==> config.mk <==
export PLATFORM = sky130hd
export DESIGN_NAME = fp_add_arbiter
export DESIGN_NICKNAME = d
export VERILOG_FILES = /design/src/rtl/fp_add_arbiter.sv
export SDC_FILE = /design/constraint.sdc
export NUM_CORES = 1
export LEC_CHECK = 0
export CAP_MARGIN = 20
export CORE_UTILIZATION = 36
export DETAILED_ROUTE_END_ITERATION = 12
export GPL_ROUTABILITY_DRIVEN = 0
export PLACE_DENSITY = 0.82
export SLEW_MARGIN = 20
export SYNTH_ARGS = -nofsm -noshare
export SYNTH_HDL_FRONTEND = slang
export SYNTH_SLANG_ARGS = --single-unit
==> constraint.sdc <==
create_clock -name clk -period 1.6 [get_ports clk]
set_input_delay 0.48 -clock clk [delete_from_list [all_inputs] [get_ports clk]]
set_output_delay 0.48 -clock clk [all_outputs]
set_load 0.02 [all_outputs]
==> src/rtl/fp_add_arbiter.sv <==
// Round-robin arbiter that shares one floating-point adder between two
// requesters, with a bounded wait for the adder's completion pulse.
module fp_add_arbiter #(
  parameter int W       = 32,
  parameter int TIMEOUT = 64
) (
  input  logic         clk,
  input  logic         rst_n,
  input  logic         req0,
  input  logic         req1,
  input  logic [W-1:0] a0,
  input  logic [W-1:0] b0,
  input  logic [W-1:0] a1,
  input  logic [W-1:0] b1,
  input  logic         op0,
  input  logic         op1,
  output logic         gnt0,
  output logic         gnt1,
  output logic         done0,
  output logic         done1,
  output logic [W-1:0] res,
  output logic         err,
  output logic [W-1:0] fpu_a,
  output logic [W-1:0] fpu_b,
  output logic         fpu_op,
  output logic         fpu_start,
  input  logic [W-1:0] fpu_y,
  input  logic         fpu_ready,
  input  logic         fpu_busy
);

  typedef enum logic [1:0] {IDLE, ISSUE, WAIT, DONE} state_t;

  localparam logic [15:0] CNT_LAST = 16'(TIMEOUT - 1);

  state_t         state_q, state_d;
  logic           winner_q, winner_d;
  logic           last_q, last_d;
  logic [15:0]    cnt_q, cnt_d;
  logic [1:0]     gnt_q, gnt_d;
  logic [1:0]     done_q, done_d;
  logic [W-1:0]   fpu_a_q, fpu_a_d;
  logic [W-1:0]   fpu_b_q, fpu_b_d;
  logic           fpu_op_q, fpu_op_d;
  logic           fpu_start_q, fpu_start_d;
  logic [W-1:0]   res_q, res_d;
  logic           err_q, err_d;
  logic           pick;

  // NOTE: every always_comb output gets a default first, so no path can
  // leave a signal unassigned and infer a latch.
  always_comb begin
    state_d     = state_q;
    winner_d    = winner_q;
    last_d      = last_q;
    cnt_d       = cnt_q;
    gnt_d       = gnt_q;
    done_d      = 2'b00;
    fpu_a_d     = fpu_a_q;
    fpu_b_d     = fpu_b_q;
    fpu_op_d    = fpu_op_q;
    fpu_start_d = 1'b0;
    res_d       = res_q;
    err_d       = err_q;

    // A lone requester wins outright; on contention the side not served last wins.
    pick = (req0 && req1) ? ~last_q : req1;

    unique case (state_q)
      IDLE: begin
        if ((req0 || req1) && !fpu_busy) begin
          winner_d    = pick;
          fpu_a_d     = pick ? a1 : a0;
          fpu_b_d     = pick ? b1 : b0;
          fpu_op_d    = pick ? op1 : op0;
          fpu_start_d = 1'b1;
          gnt_d       = pick ? 2'b10 : 2'b01;
          cnt_d       = '0;
          state_d     = ISSUE;
        end
      end
      ISSUE: begin
        cnt_d   = '0;
        state_d = WAIT;
      end
      WAIT: begin
        if (fpu_ready) begin
          res_d   = fpu_y;
          err_d   = 1'b0;
          done_d  = gnt_q;
          state_d = DONE;
        end else if (cnt_q == CNT_LAST) begin
          res_d   = '0;
          err_d   = 1'b1;
          done_d  = gnt_q;
          state_d = DONE;
        end else begin
          cnt_d = cnt_q + 16'd1;
        end
      end
      DONE: begin
        gnt_d   = 2'b00;
        last_d  = winner_q;
        cnt_d   = '0;
        state_d = IDLE;
      end
      default: state_d = IDLE;
    endcase
  end

  // NOTE: state registers use non-blocking assignments so every flop samples
  // the pre-edge value of the others, independent of statement order.
  always_ff @(posedge clk) begin
    if (!rst_n) begin
      state_q     <= IDLE;
      winner_q    <= 1'b0;
      last_q      <= 1'b1;
      cnt_q       <= '0;
      gnt_q       <= 2'b00;
      done_q      <= 2'b00;
      fpu_a_q     <= '0;
      fpu_b_q     <= '0;
      fpu_op_q    <= 1'b0;
      fpu_start_q <= 1'b0;
      res_q       <= '0;
      err_q       <= 1'b0;
    end else begin
      state_q     <= state_d;
      winner_q    <= winner_d;
      last_q      <= last_d;
      cnt_q       <= cnt_d;
      gnt_q       <= gnt_d;
      done_q      <= done_d;
      fpu_a_q     <= fpu_a_d;
      fpu_b_q     <= fpu_b_d;
      fpu_op_q    <= fpu_op_d;
      fpu_start_q <= fpu_start_d;
      res_q       <= res_d;
      err_q       <= err_d;
    end
  end

  assign gnt0      = gnt_q[0];
  assign gnt1      = gnt_q[1];
  assign done0     = done_q[0];
  assign done1     = done_q[1];
  assign res       = res_q;
  assign err       = err_q;
  assign fpu_a     = fpu_a_q;
  assign fpu_b     = fpu_b_q;
  assign fpu_op    = fpu_op_q;
  assign fpu_start = fpu_start_q;

endmodule

==> impl_metrics.csv, run 1 <==
group,metric,value,unit
sta,setup_viol,34,
critical_path,path_max_fanout,32,
placed_design,io_buffers,270,
cells_and_area,diodes,0,
synthesis,ys_warn_count,0,
sta,finClkSkew,0.0110,ns
cells_and_area,fin_util,68.0,%
route,vias_per_cell,5.24,
sta,rsz0062_at_grt,"yes",
critical_path,end_kind,"flip-flop",
worst_hold_path,hold_path_class,"reg2reg",
pwr,p_sw,0.00394,W
pwr,power_frac_comb,35.8,%
pwr,swShare,32.4,%
synthesis,netlist-cell-type-count,56,
sta,hold-worst-slack,0.466,ns
sta,tightest_slew,0.512,ns
cts,cts_tree,"built",
route,ant_nets,0,
critical_path,cp_slowest_cell,"dfxtp_4",
route,routed_wl,17700,um
synthesis,synth.most_common_cell,"dfxtp_1",
sta,relSlewSlack,65.6,%
synthesis,synth_compound_area_share,21.1,%
sta,fin_crit_sh,103,%
placed_design,hpwl,13000,um
floorplan,die_w,123,um
pwr,leakage,3.99,nW
route,drc,0,
floorplan,num_rows,43,
floorplan,die_y,123,um
sta,finalMaxSlewViolations,0,
cts,cts-root-buf,"clkbuf_16",
synthesis,async_reset_ff_share,0,%
route,wl_per_cell,16.7,um
floorplan,dieArea,15200,um2
sta,fin_crit,1.64,ns
critical_path,worstSetupStartpointType,"flip-flop",
route,dr.pass1.iters,5,
placed_design,place_ws,-0.558,ns
synthesis,synthCells,533,
synthesis,synth-xor-area-share,0,%
global_route,grt_pass1_wl,26400,um
critical_path,critPathArrivalTime,1.94,ns
synthesis,synth-simple-area-share,13.5,%
cts,cts_buffer_depth,2,
run_status,violations,"setup timing",
run,cap_violations,0,
cts,insertion_delay,0.41,ns
sta,setup_slack,-0.0440,ns
synthesis,synth_mux_area_share,13.1,%
cells_and_area,fillers,1085,
floorplan,initial_utilization,37.5,%
cells_and_area,nets,1041,
synthesis,synth-edff-count,0,
cts,clk_pin_slew_worst_paths,0.05,ns
cells_and_area,layout-drive-gt1-share,21.3,%
placed_design,place_inst,1019,
synthesis,synth.avg_cell_area,9.91,um2
cells_and_area,ff_latch_area,2470,um2
synthesis,ys.flop_type,"dfxtp_1",
synthesis,yosys-top-cells-count,"dfxtp_1, nor2_1, mux2i_1, a211oi_1, a22o_1",
floorplan,core,14100,um2
cts,htreeDepth,4,
route,via_count,5559,
global_route,grt_overflow,0,
cts,clock_sinks,123,
route,drt-initial-drc-count,274,
synthesis,synth_fa_ha_area_share,1.18,%
cts,ctsHoldBuffers,0,
synthesis,synth_nets,706,
cells_and_area,multi_input_area,2810,um2
sta,setup_tns,-0.724,ns
synthesis,synth_top_family_by_area,"compound AO/OA/AOI/OAI gates",
sta,max_clock_freq,608,MHz
synthesis,synthesis.area,5280,um2
run_status,status,"complete, but fails checks",
pwr,intPower,0.00822,W
global_route,grt_max_degree,33,
global_route,groute.usage.overall,22.7,%
floorplan,ios,271,
synthesis,synth_top_area_share,46.6,%
pwr,p_clk_share,31.7,%
sta,finalHoldViolCount,0,
cells_and_area,areaGrowthSynthToFinish,81.5,%
critical_path,path_delay_family,"compound AO/OA/AOI/OAI gates",
critical_path,path_cells,"ha_4 > nor3b_4 > a41oi_2 > o21a_1 > buf_12 > a22o_1",
critical_path,required,1.90,ns
critical_path,worstSetupPathType,"reg2reg",
synthesis,yosysTopAreaCell,"dfxtp_1",
critical_path,max_stage_delay,0.35,ns
global_route,antenna_found_initial,0,
cts,cts_buffers,17,
synthesis,yosys-top-cells-area,"dfxtp_1, mux2i_1, a211oi_1",
synthesis,ys_seq_elements,123,
synthesis,seq_area_frac_synth,46.6,%
pwr,p_seq_share,32.5,%
global_route,grt_pass1_vias,5477,
pwr,max-vdd-ir-drop,0.767,mV
cells_and_area,layout.cells.non_filler,1061,
critical_path,cp_num_buf_inv,1,
pwr,power_density,1270,nW/um2
==> through the flow <==
step / power (W) / cell area (um2)
detailed placement: 0.00832 / 8770
CTS: 0.0120 / 9370
finish: 0.0122 / 9590
floorplan: 0.00601 / 5320
global route: 0.0128 / 9590
global placement: 0.00824 / 8770
==> timing repair <==
| action | CTS | global route |
|---|---|---|
| gates cloned | 1 | 3 |
| endpoints found under the setup margin | 199 | 133 |
| pin swaps | 3 | 4 |
| buffers inserted | 3 | 4 |
| gates resized for setup | 136 | 95 |
==> flip-flops by register name, indices dropped and copies added (netlist names) <==
name,flops
done_q,2
fpu_start,1
gnt_q,2
cnt_q,16
fpu_b,32
res,32
last_q,1
fpu_a,32
err,1
fpu_op,1
winner_q,1
state_q,2
==> power groups by stage <==
stage	logic (W)	clock network, W	registers (W)
6_report	0.00435	0.00386	0.00395
5_1_grt	0.00464	0.00409	0.00403
4_1_cts	0.00409	0.00393	0.00394
3_5_place_dp	0.00430	0	0.00401
3_3_place_gp	0.00425	0	0.00399
2_1_floorplan	0.00133	0	0.00467
==> cell families (layout without fill, tap and decap cells) <==
logic type                 after synthesis  after routing
AOI/OAI and AO/OA                      144            144
adders and majority gates                5              5
muxes                                   69             69
buffers and inverters                   49            397
and+or+nand+nor                        143            143
DFF                                    123            123
==> cell type report <==
cell class / instances / area share, %
multi-input cells: 361 / 29.3
repair buffers: 360 / 36.2
well taps: 180 / 2.35
clock buffers: 21 / 4.70
clock inverters: 11 / 1.50
flip-flops and latches: 123 / 25.8
inverters: 5 / 0.222
==> placed cells by master, fill, tap and decap left out, types with 4 or more instances in the layout <==
cell	count
dfxtp_1	117
clkdlybuf4s15_1	38
clkbuf_16	20
and3_1	5
o21ai_0	8
buf_12	10
a211oi_2	11
a21oi_1	4
buf_4	72
a22o_1	32
a211oi_1	55
nor3b_1	4
dlygate4sd2_1	47
clkinv_2	4
nand2_1	17
nor2_1	70
nand3_1	10
mux2i_1	69
clkdlybuf4s50_1	162
dfxtp_2	5
nor3_1	7
clkbuf_2	17
==> final timing paths <==
| path | from | end | slack (ns) | cells past startpoint |
|---|---|---|---|---|
| worst max-delay path | cnt_q[1] | res[20] | -0.04 | 6 |
| worst min-delay path | winner_q | last_q | 0.47 | 2 |
| worst max register to register | cnt_q[1] | res[20] | -0.04 | 6 |
| worst min register to register | winner_q | last_q | 0.47 | 2 |
==> worst min-delay path, delay by kind of cell, from the launching register on <==
family	cells	cell delay [ns]
mux	1	0.07
simple gates	1	0.06
flops	1	0.32
==> routing by layer <==
layer	track usage [%]	vias to the layer above	wire, um
met3	6.73	39	1390
met2	41.0	254	9340
met5	0	-	0
met4	10.2	0	427
met1	24.1	2588	6580
li1	-	2678	-
Note: power is estimated with default switching activity, not from simulation.
==> inputs of run 2 (changes only) <==
--- a/config.mk
+++ b/config.mk
@@ -6,6 +6,7 @@
 export NUM_CORES = 1
 export LEC_CHECK = 0
 export CAP_MARGIN = 20
+export CORE_MARGIN = 3
 export CORE_UTILIZATION = 36
 export DETAILED_ROUTE_END_ITERATION = 12
 export GPL_ROUTABILITY_DRIVEN = 0
==> impl_metrics.csv, run 2 (synthesis results as in run 1) <==
group,metric,value,unit
critical_path,path_delay_family,"compound AO/OA/AOI/OAI gates",
cells_and_area,fin_util,69.2,%
global_route,grt_pass1_wl,28600,um
cts,cts_buffer_depth,2,
route,dr.pass1.iters,5,
route,via_count,5654,
global_route,antenna_found_initial,0,
sta,tightest_slew,0.335,ns
cells_and_area,fillers,1086,
placed_design,hpwl,13100,um
critical_path,path_cells,"nor4_4 > a41oi_2 > o21a_4 > buf_12 > a22o_1",
route,wl_per_cell,18.3,um
route,vias_per_cell,5.33,
sta,finalMaxSlewViolations,0,
sta,rsz0062_at_grt,"yes",
floorplan,num_rows,43,
cells_and_area,areaGrowthSynthToFinish,84.6,%
critical_path,cp_slowest_cell,"dfxtp_2",
sta,finalHoldViolCount,0,
sta,max_clock_freq,599,MHz
cts,clock_sinks,123,
placed_design,place_area,8730,um2
critical_path,end_kind,"flip-flop",
route,ant_nets,0,
cells_and_area,final_cell_area,9750,um2
floorplan,die_w,127,um
critical_path,worstSetupStartpointType,"flip-flop",
sta,fin_crit,1.67,ns
sta,setup_slack,-0.0694,ns
floorplan,dieArea,16200,um2
pwr,power_density,1250,nW/um2
run,cap_violations,0,
global_route,groute.usage.overall,22.2,%
floorplan,initial_utilization,37.5,%
worst_hold_path,worstHoldPathCells,1,
critical_path,cp.depth,5,
cells_and_area,nets,1043,
worst_hold_path,hold_path_class,"reg2reg",
cells_and_area,final_cell_mix,"clkdlybuf4s50_1, dfxtp_1, nor2_1",
floorplan,ios,271,
floorplan,core,14100,um2
cts,cts_tree,"built",
route,routed_wl,19400,um
cts,insertion_delay,0.40,ns
cts,clk_pin_slew_worst_paths,0.05,ns
critical_path,worstSetupPathType,"reg2reg",
route,drt-initial-drc-count,253,
cells_and_area,diodes,0,
global_route,grt_overflow,0,
global_route,grt_pass1_vias,5565,
floorplan,die_y,127,um
pwr,leakage,4.01,nW
critical_path,max_stage_delay,0.33,ns
critical_path,required,1.89,ns
critical_path,rr_worst_depth,5,
sta,setup_viol,33,
sta,finClkSkew,0.00647,ns
route,drc,0,
sta,relSlewSlack,77.7,%
global_route,grt_max_degree,42,
critical_path,critPathArrivalTime,1.96,ns
cts,cts-root-buf,"clkbuf_16",
run_status,status,"complete, but fails checks",
cells_and_area,final_common_cell,"clkdlybuf4s50_1",
run_status,violations,"setup timing",
pwr,max-vdd-ir-drop,0.811,mV
cts,ctsHoldBuffers,0,
cts,htreeDepth,4,
cts,cts_buffers,17,
critical_path,cp_num_buf_inv,1,
critical_path,path_max_fanout,16,
sta,fin_crit_sh,104,%
placed_design,io_buffers,270,
cells_and_area,layout-drive-gt1-share,22.4,%
## run 2: cell types whose count changed in the layout (fill, tap and decap cells not counted), moves of 2 or more
cell	change
clkbuf_1	-2
dlygate4sd2_1	-3
nor4_2	+2
buf_16	+4
clkdlybuf4s15_1	+5
clkinv_4	-2
clkbuf_16	+3
buf_4	-5
nor3_2	+2
nor3_1	-2
a211oi_2	+7
a211oi_1	-7
clkbuf_8	+2
## run 2: area by class of cell
cell class / instances / area [um2] / area share (%)
clock buffers: 21 / 470 / 4.82
clock inverters: 8 / 93.8 / 0.962
inverters: 5 / 23.8 / 0.244
multi-input cells: 361 / 2840 / 29.1
flip-flops and latches: 123 / 2480 / 25.4
well taps: 180 / 225 / 2.31
repair buffers: 362 / 3620 / 37.1
## run 2: power breakdown
part           leakage [nW]  internal [W]  switching, W
Combinational          2.72       0.00215       0.00239
Clock                 0.281       0.00238       0.00129
Sequential             1.01       0.00365      0.000308
## run 2: path summary, 6_finish.rpt
path                 start  endpoint  slack [ns]
setup / recovery  cnt_q[8]   res[30]       -0.07
hold / removal     res[28]   res[28]        0.47
setup reg to reg  cnt_q[8]   res[30]       -0.07
hold reg to reg    res[28]   res[28]        0.47
## run 2: per-layer routing
metal	GRT usage, %	share of wire, %
met1	25.6	38
met2	38.9	53
met3	6.77	7.1
met4	8.01	1.7
met5	0	0
## run 2: what timing repair did
item | 4_1_cts | 5_1_grt
gates resized for setup | 139 | 104
pin swaps | 3 | 10
gates cloned | 4 | 9
endpoints found under the setup margin | 214 | 151
setup buffers | 3 | 1
## run 2: metrics by stage
stage | power (W) | setup TNS [ns] | hold WS (ns) | setup WS [ns] | instances
finish | 0.0122 | -1.49 | 0.468 | -0.0694 | 1060
global route | 0.0127 | -3.31 | 0.486 | -0.116 | 1060
CTS | 0.0118 | -0.705 | 0.474 | -0.0442 | 1050
detailed placement | 0.00824 | -57.58 | 0.462 | -0.583 | 1014
global placement | 0.00814 | -54.18 | 0.460 | -0.557 | 1014
floorplan | 0.00601 | 0 | 0.442 | 0.00666 | 533
==> inputs of run 3 (changes only) <==
--- a/config.mk
+++ b/config.mk
@@ -11,7 +11,6 @@
 export DETAILED_ROUTE_END_ITERATION = 12
 export GPL_ROUTABILITY_DRIVEN = 0
 export PLACE_DENSITY = 0.82
-export SLEW_MARGIN = 20
 export SYNTH_ARGS = -nofsm -noshare
 export SYNTH_HDL_FRONTEND = slang
 export SYNTH_SLANG_ARGS = --single-unit
==> results of run 3 <==
Final layout, timing and power as in run 2 (identical DEF).
